--- config.mk ---
export PLATFORM = sky130hd
export DESIGN_NAME = led_status_ctrl
export DESIGN_NICKNAME = d
export VERILOG_FILES = /design/src/rtl/led_status_pkg.sv /design/src/rtl/led_channel.sv /design/src/rtl/led_status_ctrl.sv
export SDC_FILE = /design/constraint.sdc
export NUM_CORES = 1
export LEC_CHECK = 0
export CAP_MARGIN = 20
export CORE_ASPECT_RATIO = 1.1
export CORE_UTILIZATION = 25
export DETAILED_ROUTE_END_ITERATION = 10
export PLACE_DENSITY_LB_ADDON = 0.3
export SKIP_LAST_GASP = 1
export SYNTH_ARGS = -nofsm -noshare
export SYNTH_HDL_FRONTEND = slang
export SYNTH_SLANG_ARGS = --single-unit
--- constraint.sdc ---
create_clock -name ck -period 3.2 [get_ports ck]
set_clock_uncertainty 0.05 [all_clocks]
set_input_delay 0.8 -clock ck [delete_from_list [all_inputs] [get_ports ck]]
set_output_delay 0.8 -clock ck [all_outputs]
set_load 0.02 [all_outputs]
--- src/rtl/led_status_pkg.sv ---
// Shared types for the front-panel LED status controller.
// Provides the per-channel mode encoding and the fixed field widths of the
// configuration interface.
package led_status_pkg;

  localparam int unsigned MODE_W      = 2;
  localparam int unsigned BURST_CNT_W = 4;

  typedef enum logic [MODE_W-1:0] {
    MODE_OFF   = 2'd0,
    MODE_ON    = 2'd1,
    MODE_BLINK = 2'd2,
    MODE_BURST = 2'd3
  } led_mode_e;

endpackage

--- src/rtl/led_channel.sv ---
// One LED indicator channel: holds mode, half-period and burst count, and
// produces a registered LED drive plus a burst-in-progress flag.
// Ports:
//   ck, rstn  - clock, async active-low reset
//   tick_i    - shared prescaler tick (one cycle)
//   we_i      - config write for this channel (one cycle, wins over tick_i)
//   mode_i    - requested mode (led_mode_e encoding)
//   per_i     - half-period in ticks (0 behaves as 1)
//   cnt_i     - burst pulse count
//   led_o     - LED drive, active high
//   busy_o    - channel is executing a burst
module led_channel
  import led_status_pkg::*;
#(
  parameter int unsigned PER_W = 8
) (
  input  logic                   ck,
  input  logic                   rstn,
  input  logic                   tick_i,
  input  logic                   we_i,
  input  logic [MODE_W-1:0]      mode_i,
  input  logic [PER_W-1:0]       per_i,
  input  logic [BURST_CNT_W-1:0] cnt_i,
  output logic                   led_o,
  output logic                   busy_o
);

  led_mode_e              mode_q, mode_d;
  logic [PER_W-1:0]       per_q, per_d;
  logic [BURST_CNT_W-1:0] cnt_q, cnt_d;
  logic [PER_W-1:0]       tcnt_q, tcnt_d;
  logic [BURST_CNT_W-1:0] pcnt_q, pcnt_d;
  logic                   led_q, led_d;
  logic                   busy_q, busy_d;
  logic                   phase_end_c;

  // A phase ends on the tick that completes per_q ticks; per_q is never 0.
  assign phase_end_c = tick_i && (tcnt_q == per_q - PER_W'(1));

  // State register.
  always_ff @(posedge ck or negedge rstn) begin
    if (!rstn) begin
      mode_q <= MODE_OFF;
      per_q  <= PER_W'(1);
      cnt_q  <= '0;
      tcnt_q <= '0;
      pcnt_q <= '0;
      led_q  <= 1'b0;
      busy_q <= 1'b0;
    end else begin
      mode_q <= mode_d;
      per_q  <= per_d;
      cnt_q  <= cnt_d;
      tcnt_q <= tcnt_d;
      pcnt_q <= pcnt_d;
      led_q  <= led_d;
      busy_q <= busy_d;
    end
  end

  // Next-state: a write reloads everything; otherwise ticks advance the phase.
  always_comb begin
    mode_d = mode_q;
    per_d  = per_q;
    cnt_d  = cnt_q;
    tcnt_d = tcnt_q;
    pcnt_d = pcnt_q;
    led_d  = led_q;
    busy_d = busy_q;

    if (we_i) begin
      per_d  = (per_i == '0) ? PER_W'(1) : per_i;
      cnt_d  = cnt_i;
      tcnt_d = '0;
      pcnt_d = '0;
      case (led_mode_e'(mode_i))
        MODE_OFF: begin
          mode_d = MODE_OFF;
          led_d  = 1'b0;
          busy_d = 1'b0;
        end
        MODE_ON: begin
          mode_d = MODE_ON;
          led_d  = 1'b1;
          busy_d = 1'b0;
        end
        MODE_BLINK: begin
          mode_d = MODE_BLINK;
          led_d  = 1'b1;
          busy_d = 1'b0;
        end
        MODE_BURST: begin
          // A zero-length burst completes at once and leaves the channel off.
          if (cnt_i == '0) begin
            mode_d = MODE_OFF;
            led_d  = 1'b0;
            busy_d = 1'b0;
          end else begin
            mode_d = MODE_BURST;
            led_d  = 1'b1;
            busy_d = 1'b1;
          end
        end
        default: ;
      endcase
    end else if (tick_i && (mode_q == MODE_BLINK || mode_q == MODE_BURST)) begin
      if (!phase_end_c) begin
        tcnt_d = tcnt_q + PER_W'(1);
      end else begin
        tcnt_d = '0;
        if (mode_q == MODE_BLINK) begin
          led_d = ~led_q;
        end else if (led_q) begin
          led_d = 1'b0;
        end else if (pcnt_q == cnt_q - BURST_CNT_W'(1)) begin
          // End of the final low phase: burst complete.
          mode_d = MODE_OFF;
          busy_d = 1'b0;
          pcnt_d = '0;
        end else begin
          pcnt_d = pcnt_q + BURST_CNT_W'(1);
          led_d  = 1'b1;
        end
      end
    end
  end

  assign led_o  = led_q;
  assign busy_o = busy_q;

endmodule

--- src/rtl/led_status_ctrl.sv ---
// Front-panel status controller: shared tick prescaler, N_LED programmable
// indicator channels, and a synchronised/debounced push-button input.
// Ports:
//   ck, rstn  - clock, async active-low reset
//   cfg_we    - config write strobe; cfg_ch selects channel (out of range ignored)
//   cfg_mode  - 0 OFF, 1 ON, 2 BLINK, 3 BURST
//   cfg_per   - half-period in ticks; cfg_cnt - burst pulse count
//   sw_in     - raw active-low switch (asynchronous)
//   sw_level  - debounced switch level; sw_press - one-cycle press pulse
//   led       - LED drive, active high; busy - channel executing a burst
module led_status_ctrl
  import led_status_pkg::*;
#(
  parameter int unsigned N_LED     = 3,
  parameter int unsigned TICK_DIV  = 820000,
  parameter int unsigned PER_W     = 8,
  parameter int unsigned DEB_TICKS = 2,
  localparam int unsigned CH_W     = (N_LED > 1) ? $clog2(N_LED) : 1
) (
  input  logic                   ck,
  input  logic                   rstn,
  input  logic                   cfg_we,
  input  logic [CH_W-1:0]        cfg_ch,
  input  logic [MODE_W-1:0]      cfg_mode,
  input  logic [PER_W-1:0]       cfg_per,
  input  logic [BURST_CNT_W-1:0] cfg_cnt,
  input  logic                   sw_in,
  output logic                   sw_level,
  output logic                   sw_press,
  output logic [N_LED-1:0]       led,
  output logic [N_LED-1:0]       busy
);

  localparam int unsigned DIV_W = $clog2(TICK_DIV);
  localparam int unsigned DEB_W = $clog2(DEB_TICKS + 1);

  logic [DIV_W-1:0] div_q, div_d;
  logic             tick_c;
  logic             sync1_q, sync2_q;
  logic [DEB_W-1:0] deb_q, deb_d;
  logic             level_q, level_d;
  logic             press_q, press_d;
  logic [N_LED-1:0] ch_we_c;

  assign tick_c = (div_q == DIV_W'(TICK_DIV - 1));

  // Prescaler, synchroniser and debounce registers.
  always_ff @(posedge ck or negedge rstn) begin
    if (!rstn) begin
      div_q   <= '0;
      sync1_q <= 1'b1;
      sync2_q <= 1'b1;
      deb_q   <= '0;
      level_q <= 1'b1;
      press_q <= 1'b0;
    end else begin
      div_q   <= div_d;
      sync1_q <= sw_in;
      sync2_q <= sync1_q;
      deb_q   <= deb_d;
      level_q <= level_d;
      press_q <= press_d;
    end
  end

  // Prescaler wrap and debounce: accept a new level after DEB_TICKS ticks
  // of uninterrupted disagreement with the current level.
  always_comb begin
    div_d   = tick_c ? '0 : div_q + DIV_W'(1);
    deb_d   = deb_q;
    level_d = level_q;
    press_d = 1'b0;
    if (sync2_q == level_q) begin
      deb_d = '0;
    end else if (tick_c) begin
      if (deb_q == DEB_W'(DEB_TICKS - 1)) begin
        level_d = sync2_q;
        deb_d   = '0;
        press_d = ~sync2_q;
      end else begin
        deb_d = deb_q + DEB_W'(1);
      end
    end
  end

  assign sw_level = level_q;
  assign sw_press = press_q;

  // One channel per LED; a channel index with no instance simply never matches.
  for (genvar i = 0; i < N_LED; i++) begin : g_ch
    assign ch_we_c[i] = cfg_we && (cfg_ch == CH_W'(i));

    led_channel #(
      .PER_W(PER_W)
    ) u_ch (
      .ck    (ck),
      .rstn  (rstn),
      .tick_i(tick_c),
      .we_i  (ch_we_c[i]),
      .mode_i(cfg_mode),
      .per_i (cfg_per),
      .cnt_i (cfg_cnt),
      .led_o (led[i]),
      .busy_o(busy[i])
    );
  end

endmodule
==> impl_metrics.ini, run 1 <==
[yosys]
synth_cells = 692
synthesis.nets = 727
synth_edf_count = 0
yosysUniqueCellTypes = 67
synth_area_per_cell_sq_um = 9.07
async_reset_ff_share_pct = 100
ys_ff_latch = 110
yosysSeqAreaShare_pct = 44.0
yosys_warnings = 0
synth_flop_cell = dfrtp_1
synthesis.area_sq_um = 6270

[global_route]
grt_pass1_wl_um = 25900
antenna_found_initial = 0
grt_pass1_vias = 4705
overflow = 0
grt_max_degree = 45
grt_usage_pct = 12.7

[job]
max_cap_viol_count = 0

[placement]
dp_cells = 1014
place.gp.congestion = 0.798
placed_cell_area_sq_um = 6940
dp_hpwl_um = 11200
port_buffers = 27

[routing]
drt_wl_total_um = 15500
wire_per_inst_um = 15.1
route.detailed.drc = 0
ant_nets = 0
vias_per_cell = 4.82
dr.pass1.iters = 5
drt_iter0_markers = 329
vias = 4969

[critical_path]
critPathSlowestCell = or3b_2
critPathBufInv = 2
setup.worst_path.start_class = flip-flop
cp.arrival_ns = 3.02
crit_type = flip-flop to flip-flop
cpPeakStageDelay_ns = 0.48
crit_fanout = 10
path_cells = inv_1 > ha_1 > or3b_2 > o31a_1 > o2111ai_1 > a311o_1 > buf_4 > nand4_1 > o21ai_0
end_kind = flip-flop
cp_top_family = compound AO/OA/AOI/OAI gates
crit_required_ns = 3.44

[timing]
finalHoldViolCount = 0
fin_hold_ws_ns = 0.308
fmax_ghz = 0.360
setup_tns_ns = 0
finalSetupViolCount = 0
tightest_slew_ns = 0.605
fin_crit_ns = 2.78
rsz0062_at_grt = no
fin_crit_sh_pct = 86.9
relSlewSlack_pct = 59.6
maxSlewViolCount = 0

[clocking]
ctsHtreeMaxLevel = 3
cts_hold_buf = 0
cts_buffer_depth = 2
cts_resized = 0
cts_tree = built
cts_buffers = 9
post_cts_buffers = 0
insertion_delay_ns = 0.37
cts.sinks = 110
cts-root-buf = clkbuf_16
clk_pin_slew_ns = 0.08

[outcome]
status = complete, no violations

[cells_and_area]
antenna_cells = 0
drive_gt1_share_pct = 7.78
multi_input_area_sq_um = 3250
fillCellCount = 2550
fin_area_sq_um = 7250
area_growth_pct = 15.6
regArea_sq_um = 2760
final_cell_count_no_fill = 1030
nets = 750

[floorplan]
ioPinCount = 28
start_util_pct = 25.6
die_area_sq_um = 25700
die_w_um = 153
rows = 60
die_h_um = 168
coreArea_sq_um = 24500

[power]
ir_drop_mv = 0.268
power.density_nw_per_um2 = 482
leakagePower_nw = 3.06

[hold_path]
hp-class = flip-flop to flip-flop
path summary, 6_finish.rpt:
check / startpoint / end / slack [ns] / cells past startpoint
max in group asynchronous: rstn / g_ch[1].u_ch.per_q[0] / 2.00 / 2
min: sync1_q / sync2_q / 0.31 / 0
min reg2reg: sync1_q / sync2_q / 0.31 / 0
min in group asynchronous: rstn / div_q[15] / 0.39 / 1
max reg2reg: g_ch[0].u_ch.per_q[1] / g_ch[0].u_ch.tcnt_q[2] / 0.42 / 9
max: g_ch[0].u_ch.per_q[1] / g_ch[0].u_ch.tcnt_q[2] / 0.42 / 9
cell usage after synthesis (all sizes together), types with 7 or more instances:
library cell / n / area, sq um
nand3: 22 / 115
nand3b: 7 / 52.6
xor2: 26 / 228
o21ai: 29 / 145
nor4: 13 / 118
a21oi: 18 / 90.1
nand2b: 11 / 68.8
nor3: 29 / 145
xnor2: 46 / 403
ha: 15 / 188
o22ai: 9 / 56.3
nand4: 13 / 81.3
nand2: 125 / 472
dfrtp: 104 / 2600
and3: 7 / 43.8
buf: 10 / 73.8
inv: 27 / 101
nor2: 46 / 173
clkbuf: 24 / 90.1
routing by layer:
metal | vias up | GRT usage (%) | share of wire, %
met1 | 2430 | 17.7 | 49
met2 | 64 | 19.5 | 46
met5 | - | 0 | 0
met3 | 19 | 1.62 | 3.1
met4 | 0 | 5.80 | 2.2
li1 | 2456 | - | -
metrics by stage:
stage	setup slack, ns	utilization [%]	power (mW)
final	0.420	29.5	3.49
after global routing	0.217	29.5	3.69
after CTS	0.410	29.5	3.54
after detailed placement	0.437	28.3	2.31
after global placement	0.481	28.3	2.30
after floorplan	0.382	-	2.09
area by class of cell:
| type | count | share of cell area (%) |
|---|---|---|
| multi-input combinational | 521 | 44.9 |
| sequential | 110 | 38.1 |
| timing repair buffer | 46 | 6.00 |
| tap | 310 | 5.35 |
| clock buffer | 9 | 3.11 |
| inverter | 27 | 1.40 |
| clock inverter | 7 | 1.21 |
placed cells by master (no fill, tap or decap), types with 4 or more instances in the layout:
master           instances
nand2_1                124
dfrtp_1                104
nor2_1                  46
xnor2_1                 46
nor3_1                  29
inv_1                   27
o21ai_0                 27
xor2_1                  26
clkdlybuf4s50_1         26
nand3_1                 21
a21oi_1                 18
buf_4                   18
ha_1                    15
nand4_1                 13
nand2b_1                11
nor4_1                  10
o22ai_1                  9
clkbuf_16                9
and3_1                   7
nand3b_1                 7
a31oi_1                  6
o31ai_1                  6
dfstp_2                  6
and2_1                   5
nor2b_1                  5
nor4b_1                  5
nand4b_1                 5
o211ai_1                 5
or3_1                    5
and3b_1                  4
nor3b_1                  4
o41ai_1                  4
a211oi_1                 4
mux2i_1                  4
state kept, by name, indices dropped and copies added (netlist names), 2 cells and up:
signal and flops:
g_ch.u_ch.mode_q 6, deb_q 2, g_ch.u_ch.busy_o 3, g_ch.u_ch.cnt_q 12, g_ch.u_ch.per_q 24, g_ch.u_ch.pcnt_q 12, g_ch.u_ch.led_o 3, div_q 20
g_ch.u_ch.tcnt_q 24
kinds of logic (layout without fill, tap and decap cells):
logic type	after synthesis	after routing	share of synthesized area, %
fa+ha+maj	15	15	2.99
mux	5	5	0.818
compound gates	104	104	10.8
xor+xnor	72	72	10.0
simple gates	325	325	27.1
flops	110	110	44.0
buf+inv	61	89	4.23
where the power goes:
part | switching, mW | internal [mW] | total (mW) | leakage [nW]
Sequential | 0.147 | 1.50 | 1.65 | 1.42
Combinational | 0.340 | 0.285 | 0.625 | 1.49
Clock | 0.586 | 0.630 | 1.22 | 0.155
(Power assumes the default switching activity.)
==> run 2: changes to the inputs <==
Settings changed: MAX_ROUTING_LAYER from default to met4.
==> impl_metrics.ini, run 2 (synthesis gave the netlist of run 1 again) <==
[global_route]
overflow = 0
grt_usage_pct = 13.1
grt_pass1_vias = 4709
grt_pass1_wl_um = 25900
antenna_found_initial = 0
grt_max_degree = 45

[critical_path]
setup.worst_path.start_class = flip-flop
end_kind = flip-flop
worstReg2RegStart = g_ch[0].u_ch.per_q[1]
cp.arrival_ns = 3.02
r2r_setup_slack_ns = 0.41
crit_fanout = 10
crit_required_ns = 3.44
ff2ff_path_depth = 9
crit_type = flip-flop to flip-flop
timing.rr.end = g_ch[0].u_ch.tcnt_q[2]

[routing]
wire_per_inst_um = 15.1
dr.pass1.iters = 4
drt_wl_total_um = 15600
vias = 4900
drt_iter0_markers = 303
vias_per_cell = 4.76
ant_nets = 0
route.detailed.drc = 0

[clocking]
cts_resized = 0
cts-root-buf = clkbuf_16
cts.sinks = 110
post_cts_buffers = 0
cts_buffer_depth = 2
ctsHtreeMaxLevel = 3
cts_tree = built
cts_hold_buf = 0
clk_pin_slew_ns = 0.08
cts_buffers = 9
insertion_delay_ns = 0.36

[cells_and_area]
drive_gt1_share_pct = 7.78
final_common_cell = nand2_1
fillCellCount = 2550
area_growth_pct = 15.6
multi_input_area_sq_um = 3250
regArea_sq_um = 2760
antenna_cells = 0
nets = 750
top_regs = g_ch.u_ch.per_q (24), g_ch.u_ch.tcnt_q (24), div_q (20)
final_cell_mix = nand2_1 (124), dfrtp_1 (104), nor2_1 (46), xnor2_1 (46), nor3_1 (29)
final_cell_count_no_fill = 1030

[timing]
finalSetupViolCount = 0
finalHoldViolCount = 0
rsz0062_at_grt = no
fin_crit_sh_pct = 87.1
fmax_ghz = 0.359
tightest_slew_ns = 0.605
relSlewSlack_pct = 59.7
fin_hold_ws_ns = 0.308
maxSlewViolCount = 0
setup_tns_ns = 0
fin_crit_ns = 2.79

[floorplan]
die_h_um = 168
ioPinCount = 28
rows = 60
start_util_pct = 25.6
die_area_sq_um = 25700
coreArea_sq_um = 24500
die_w_um = 153

[placement]
dp_cells = 1014
dp_hpwl_um = 11200
port_buffers = 27
place.gp.congestion = 0.811

[power]
power.density_nw_per_um2 = 481
ir_drop_mv = 0.263
leakagePower_nw = 3.06

[hold_path]
hold_path_startpoint = sync1_q
hp-class = flip-flop to flip-flop
holdPathStages = 0
hold_path_end = sync2_q

[job]
max_cap_viol_count = 0

[outcome]
status = complete, no violations
[run 2: area by class of cell]
cell class                      count  share of cell area, %
Multi-Input combinational cell    521                   44.9
Sequential cell                   110                   38.1
Timing Repair Buffer               46                   6.00
Tap cell                          310                   5.35
Clock buffer                        9                   3.11
Inverter                           27                   1.40
Clock inverter                      7                   1.21
[run 2: critical path, stage by stage (launching register included)]
cell	delay [ns]
dfrtp_1	0.41
inv_1	0.08
ha_1	0.19
or3b_2	0.48
o31a_1	0.25
o2111ai_1	0.19
a311o_1	0.39
buf_4	0.24
nand4_1	0.21
o21ai_0	0.23
[run 2: power by group]
part           internal, mW  switching [mW]  total [mW]  leakage, nW
registers              1.50           0.147        1.65         1.42
logic                 0.285           0.340       0.625         1.49
clock network         0.630           0.581        1.21        0.155
total                  2.42            1.07        3.49         3.06
[run 2: worst max-delay path by stage]
| stage | startpoint | endpoint | slack, ns | cells past startpoint |
|---|---|---|---|---|
| after floorplan | g_ch[1].u_ch.per_q[0] | g_ch[1].u_ch.pcnt_q[3] | 0.38 | 10 |
| after global placement | g_ch[0].u_ch.per_q[1] | g_ch[0].u_ch.led_o | 0.48 | 8 |
| after detailed placement | g_ch[1].u_ch.per_q[0] | g_ch[1].u_ch.pcnt_q[3] | 0.44 | 8 |
| after CTS | g_ch[1].u_ch.per_q[0] | g_ch[1].u_ch.pcnt_q[3] | 0.41 | 8 |
| after global routing | g_ch[2].u_ch.per_q[1] | g_ch[2].u_ch.pcnt_q[2] | 0.22 | 8 |
| final | g_ch[0].u_ch.per_q[1] | g_ch[0].u_ch.tcnt_q[2] | 0.41 | 9 |
[run 2: per-layer routing]
metal / GRT usage, % / wire length, um / vias to the layer above / part of all wire (%)
li1: - / - / 2460 / -
met1: 17.7 / 7710 / 2369 / 50
met2: 19.6 / 7150 / 58 / 46
met3: 1.65 / 452 / 13 / 2.9
met4: 5.67 / 254 / 0 / 1.6
met5: - / 0 / - / 0
[run 2: metrics by stage]
step           area (sq um)  util (%)  total power [mW]  setup slack, ns
2_1_floorplan          6270         -              2.09            0.382
3_3_place_gp           6940      28.3              2.30            0.481
3_5_place_dp           6940      28.3              2.31            0.437
4_1_cts                7250      29.5              3.54            0.410
5_1_grt                7250      29.5              3.69            0.217
6_report               7250      29.5              3.49            0.414
==> run 3: changes to the inputs <==
Settings changed: REMOVE_ABC_BUFFERS from default to 1.
==> impl_metrics.ini, run 3 (synthesis gave the netlist of run 1 again) <==
[clocking]
clk_pin_slew_ns = 0.08
post_cts_buffers = 0
cts_buffers = 9
cts_resized = 0
cts_hold_buf = 0
cts-root-buf = clkbuf_16
cts.sinks = 110
insertion_delay_ns = 0.36
ctsHtreeMaxLevel = 3
cts_tree = built
cts_buffer_depth = 2

[routing]
drt_iter0_markers = 260
dr.pass1.iters = 4
route.detailed.drc = 0
wire_per_inst_um = 15.0
ant_nets = 0
vias_per_cell = 4.77
drt_wl_total_um = 15500
vias = 4922

[cells_and_area]
drive_gt1_share_pct = 7.91
final_common_cell = nand2_1
area_growth_pct = 15.3
antenna_cells = 0
fin_area_sq_um = 7230
fillCellCount = 2560
final_cell_mix = nand2_1 (124), dfrtp_1 (104), nor2_1 (46), xnor2_1 (46), nor3_1 (29)
nets = 751
top_regs = g_ch.u_ch.per_q (24), g_ch.u_ch.tcnt_q (24), div_q (20)

[floorplan]
coreArea_sq_um = 24500
die_h_um = 168
ioPinCount = 28
die_area_sq_um = 25700
die_w_um = 153
start_util_pct = 25.6
rows = 60

[power]
leakagePower_nw = 3.05
total_power_mw = 3.43
power.density_nw_per_um2 = 473
ir_drop_mv = 0.252

[critical_path]
crit_type = flip-flop to flip-flop
cp.arrival_ns = 3.12
timing.rr.end = g_ch[0].u_ch.led_o
critPathSlowestCell = or4_1
path_cells = inv_1 > ha_1 > or3b_2 > nor4_1 > o2111ai_1 > a311o_1 > or4_1 > a31oi_1
end_kind = flip-flop
r2r_setup_slack_ns = 0.32
crit_fanout = 15
worstReg2RegStart = g_ch[0].u_ch.per_q[1]
ff2ff_path_depth = 8
crit_required_ns = 3.44
cp-startpoint = g_ch[0].u_ch.per_q[1]
cpPeakStageDelay_ns = 0.56
endpoint = g_ch[0].u_ch.led_o
setup.worst_path.start_class = flip-flop

[global_route]
grt_pass1_wl_um = 26600
overflow = 0
grt_pass1_vias = 5000
antenna_found_initial = 0
grt_max_degree = 56
grt_usage_pct = 13.4

[hold_path]
hp-class = flip-flop to flip-flop

[timing]
finalHoldViolCount = 0
fin_crit_sh_pct = 90.1
setup_tns_ns = 0
relSlewSlack_pct = 52.2
finalSetupViolCount = 0
fin_ws_ns = 0.318
tightest_slew_ns = 0.717
fmax_ghz = 0.347
fin_crit_ns = 2.88
maxSlewViolCount = 0
rsz0062_at_grt = no

[placement]
place.gp.congestion = 0.813
pre_cts_ws_ns = 0.326
port_buffers = 27
placed_cell_area_sq_um = 6930
dp_hpwl_um = 11100

[job]
max_cap_viol_count = 0

[outcome]
status = complete, no violations
## run 3: cell types whose count changed in the layout (fill, tap and decap cells not counted), sizes merged
cell      previous run  this run
buf                 20        21
clkinv               1         3
clkinvlp             0         3
inv                 32        27
## run 3: per-stage QoR
| step | hold slack, ns | util, % | instances |
|---|---|---|---|
| floorplan | 0.295 | - | 658 |
| global placement | 0.299 | 28.2 | 1015 |
| detailed placement | 0.297 | 28.2 | 1015 |
| CTS | 0.312 | 29.5 | 1031 |
| global route | 0.313 | 29.5 | 1031 |
| finish | 0.308 | 29.5 | 1031 |
## run 3: how the worst min path moves through the flow
stage | slack [ns] | endpoint | cells after the start | from
2_1_floorplan | 0.30 | sync2_q | 0 | sync1_q
3_3_place_gp | 0.30 | sync2_q | 0 | sync1_q
3_5_place_dp | 0.30 | sync2_q | 0 | sync1_q
4_1_cts | 0.31 | sync2_q | 0 | sync1_q
5_1_grt | 0.31 | sync2_q | 0 | sync1_q
6_report | 0.31 | sync2_q | 0 | sync1_q
## run 3: where the power goes
group,total (mW),switching (mW),internal [mW]
clock,1.16,0.551,0.609
combinational,0.618,0.334,0.283
sequential,1.65,0.143,1.50
total,3.43,1.03,2.40
## run 3: critical path, delay by kind of cell, from the launching register on
family | cells | cell delay, ns
fa+ha+maj | 1 | 0.18
buf+inv | 1 | 0.08
simple gates | 3 | 1.24
flops | 1 | 0.41
compound gates | 3 | 0.84
## run 3: metal layers
metal | GRT usage (%) | wire [um] | vias to the layer above
met5 | - | 0 | -
met4 | 3.91 | 193 | 0
met3 | 2.57 | 524 | 11
met2 | 20.6 | 7100 | 69
met1 | 17.7 | 7670 | 2378
li1 | - | - | 2464
## run 3: cell type report
class | instances | area, sq um | share of cell area [%]
Timing Repair Buffer | 47 | 430 | 5.95
Clock inverter | 7 | 75.1 | 1.04
Sequential cell | 110 | 2760 | 38.2
Clock buffer | 9 | 225 | 3.11
Tap cell | 310 | 388 | 5.36
Multi-Input combinational cell | 521 | 3250 | 45.0
Inverter | 27 | 101 | 1.40
==> RTL change: new RTL, settings of run 2 <==
Reset style: synchronous (`rstn`), changed in 2 clocked blocks. Comments in the files are not updated.
--- a/src/rtl/led_channel.sv
+++ b/src/rtl/led_channel.sv
@@ -40,3 +40,3 @@
   // State register.
-  always_ff @(posedge ck or negedge rstn) begin
+  always_ff @(posedge ck) begin
     if (!rstn) begin
--- a/src/rtl/led_status_ctrl.sv
+++ b/src/rtl/led_status_ctrl.sv
@@ -47,3 +47,3 @@
   // Prescaler, synchroniser and debounce registers.
-  always_ff @(posedge ck or negedge rstn) begin
+  always_ff @(posedge ck) begin
     if (!rstn) begin
Formal check against the unedited RTL: differs if rstn is asserted again (counterexample within 4 cycles, from zero or initial values and one cycle with rstn low); with rstn held inactive, the same outputs for 10 cycles.
==> RTL change against run 2 <==
Worst hold slack better by 0.051 ns. Cell area is 8.0% lower. Worst setup slack worse by 0.086 ns. Synthesized cell count is 1.4% lower. Sequential share of layout area is 5.1 points lower. Synthesized area is 8.0% lower. Maximum frequency is 3.0% lower. Sequential cell count stayed put. Routed wire length is 9.0% lower. Critical path type unchanged.
Power is not compared: it rests on default switching activity, and its combinational part moved more than twofold at a synthesized area within 25%.
==> RTL change: results (changes against run 2) <==
status:
  outcome: "completed"  # unchanged
detailed_routing:
  routed_wl_mm: 14.16  # was 15.56 mm
  met1Wirelength_mm: 6.942  # was 7.707 mm
  highest_layer: "met4"  # unchanged
  drt-initial-drc-count: 252  # was 303
  vias: 4750  # was 4900
  viasPerCell: 4.736  # was 4.757
  met2_length_mm: 6.617  # was 7.150 mm
  wl_met3_um: 443  # was 452 um
power_and_ir_drop:
  p_int_w: 0.002053
  vdd_drop_max_v: 0.0001962
timing:
  tightest_slew_ns: 0.7478  # was 0.6052 ns
synthesis:
  yosysWarnings: 0  # unchanged
  avgSynthCellArea_um2: 8.463  # was 9.068 um2
  synthTopCellsByCount: "110 x dfxtp_1, 72 x nand2_1, 62 x nor2_1"  # was 124 x nand2_1, 104 x dfrtp_1, 46 x nor2_1, 46 x xnor2_1, 29 x nor3_1
  ys_types: 61  # was 67
  synth-async-reset-ratio_pct: 0  # was 100.0%
  synth_ff_type: "dfxtp_1"  # was dfrtp_1
  syn-num-nets: 717  # was 727
  synthTopCellsByArea: "dfxtp_1 38%, xor2_1 6.8%, xnor2_1 6.1%, nand2_1 4.7%, nor2_1 4.0%"  # was dfrtp_1 41%, nand2_1 7.4%, xnor2_1 6.4%, xor2_1 3.6%, ha_1 3.0%
  yosysSeqAreaShare_pct: 38.15  # was 43.99%
placed_design:
  numPortBuffers: 27  # unchanged
  dp_hpwl_mm: 10.52  # was 11.22 mm
  placed_area_um2: 6379  # was 6939 um2
  place_congestion: 0.8602  # was 0.8107
  preCtsSetupSlack_ns: 0.3458  # was 0.4368 ns
  dp.cells: 987  # was 1014
cells_and_area:
  nFillCells: 2378  # was 2550
  nets: 738  # was 750
  drive_above_1_share_pct: 5.650  # was 7.778%
setup_path:
  cp.arrival_ns: 3.12  # was 3.02 ns
  cp_top_family: "simple AND/OR/NAND/NOR gates"  # was compound AO/OA/AOI/OAI gates
  slowest_stage: "or4b_1"  # was or3b_2
  critPathMaxFanout: 10  # unchanged
  cpPeakStageDelay_ns: 0.61  # was 0.48 ns
clock_tree:
  cts_max_level: 3  # unchanged
  clockBufferDepth: 2  # unchanged
  cts_buffers: 9  # unchanged
  cts_root_buf: "clkbuf_16"  # unchanged
global_route:
  grt_pass1_vias: 4498  # was 4709
  grt_usage_pct: 12.91  # was 13.07%
  grt_max_degree: 21  # was 45
  grt_pass1_wl_mm: 23.74  # was 25.87 mm
-- RTL change: cell type report --
cell class	count	area, um2	share of cell area [%]
inverter	23	86.33	1.293
multi-input combinational	516	3331	49.90
timing repair buffer	43	390.4	5.848
clock inverter	7	71.32	1.068
clock buffer	9	225.2	3.374
sequential	110	2202	32.99
tap	295	369.1	5.530
-- RTL change: kinds of logic (layout without fill, tap and decap cells) --
family                   after synthesis  after routing  synth area share [%]
XOR/XNOR                              85             85                 12.90
buffers and inverters                 56             82                 4.140
AO/OA/AOI/OAI                        120            120                 14.29
AND/OR/NAND/NOR                      294            294                 26.92
multiplexers                           2              2                0.3469
flip-flops                           110            110                 38.15
adder cells (fa/ha/maj)               15             15                 3.252
-- RTL change: power groups by stage --
stage                     Sequential, W  Combinational, W  Clock [W]
after floorplan                 0.00145          0.000175          0
after global placement          0.00146          0.000263          0
after detailed placement        0.00146          0.000261          0
after CTS                       0.00143          0.000263    0.00115
after global routing            0.00143          0.000291    0.00120
final                           0.00143          0.000260    0.00111
-- RTL change: path summary, 6_finish.rpt --
path | startpoint | end | slack, ns | cells after the start
setup / recovery | g_ch[2].u_ch.per_q[0] | g_ch[2].u_ch.pcnt_q[2] | 0.33 | 8
hold reg to reg | sync1_q | sync2_q | 0.36 | 1
hold / removal | sync1_q | sync2_q | 0.36 | 1
setup reg to reg | g_ch[2].u_ch.per_q[0] | g_ch[2].u_ch.pcnt_q[2] | 0.33 | 8
-- RTL change: routing by layer --
layer  track usage, %  vias up
met2            20.92       60
met3            2.175       11
met5                -        -
li1                 -     2467
met1            16.49     2212
met4            3.551        0
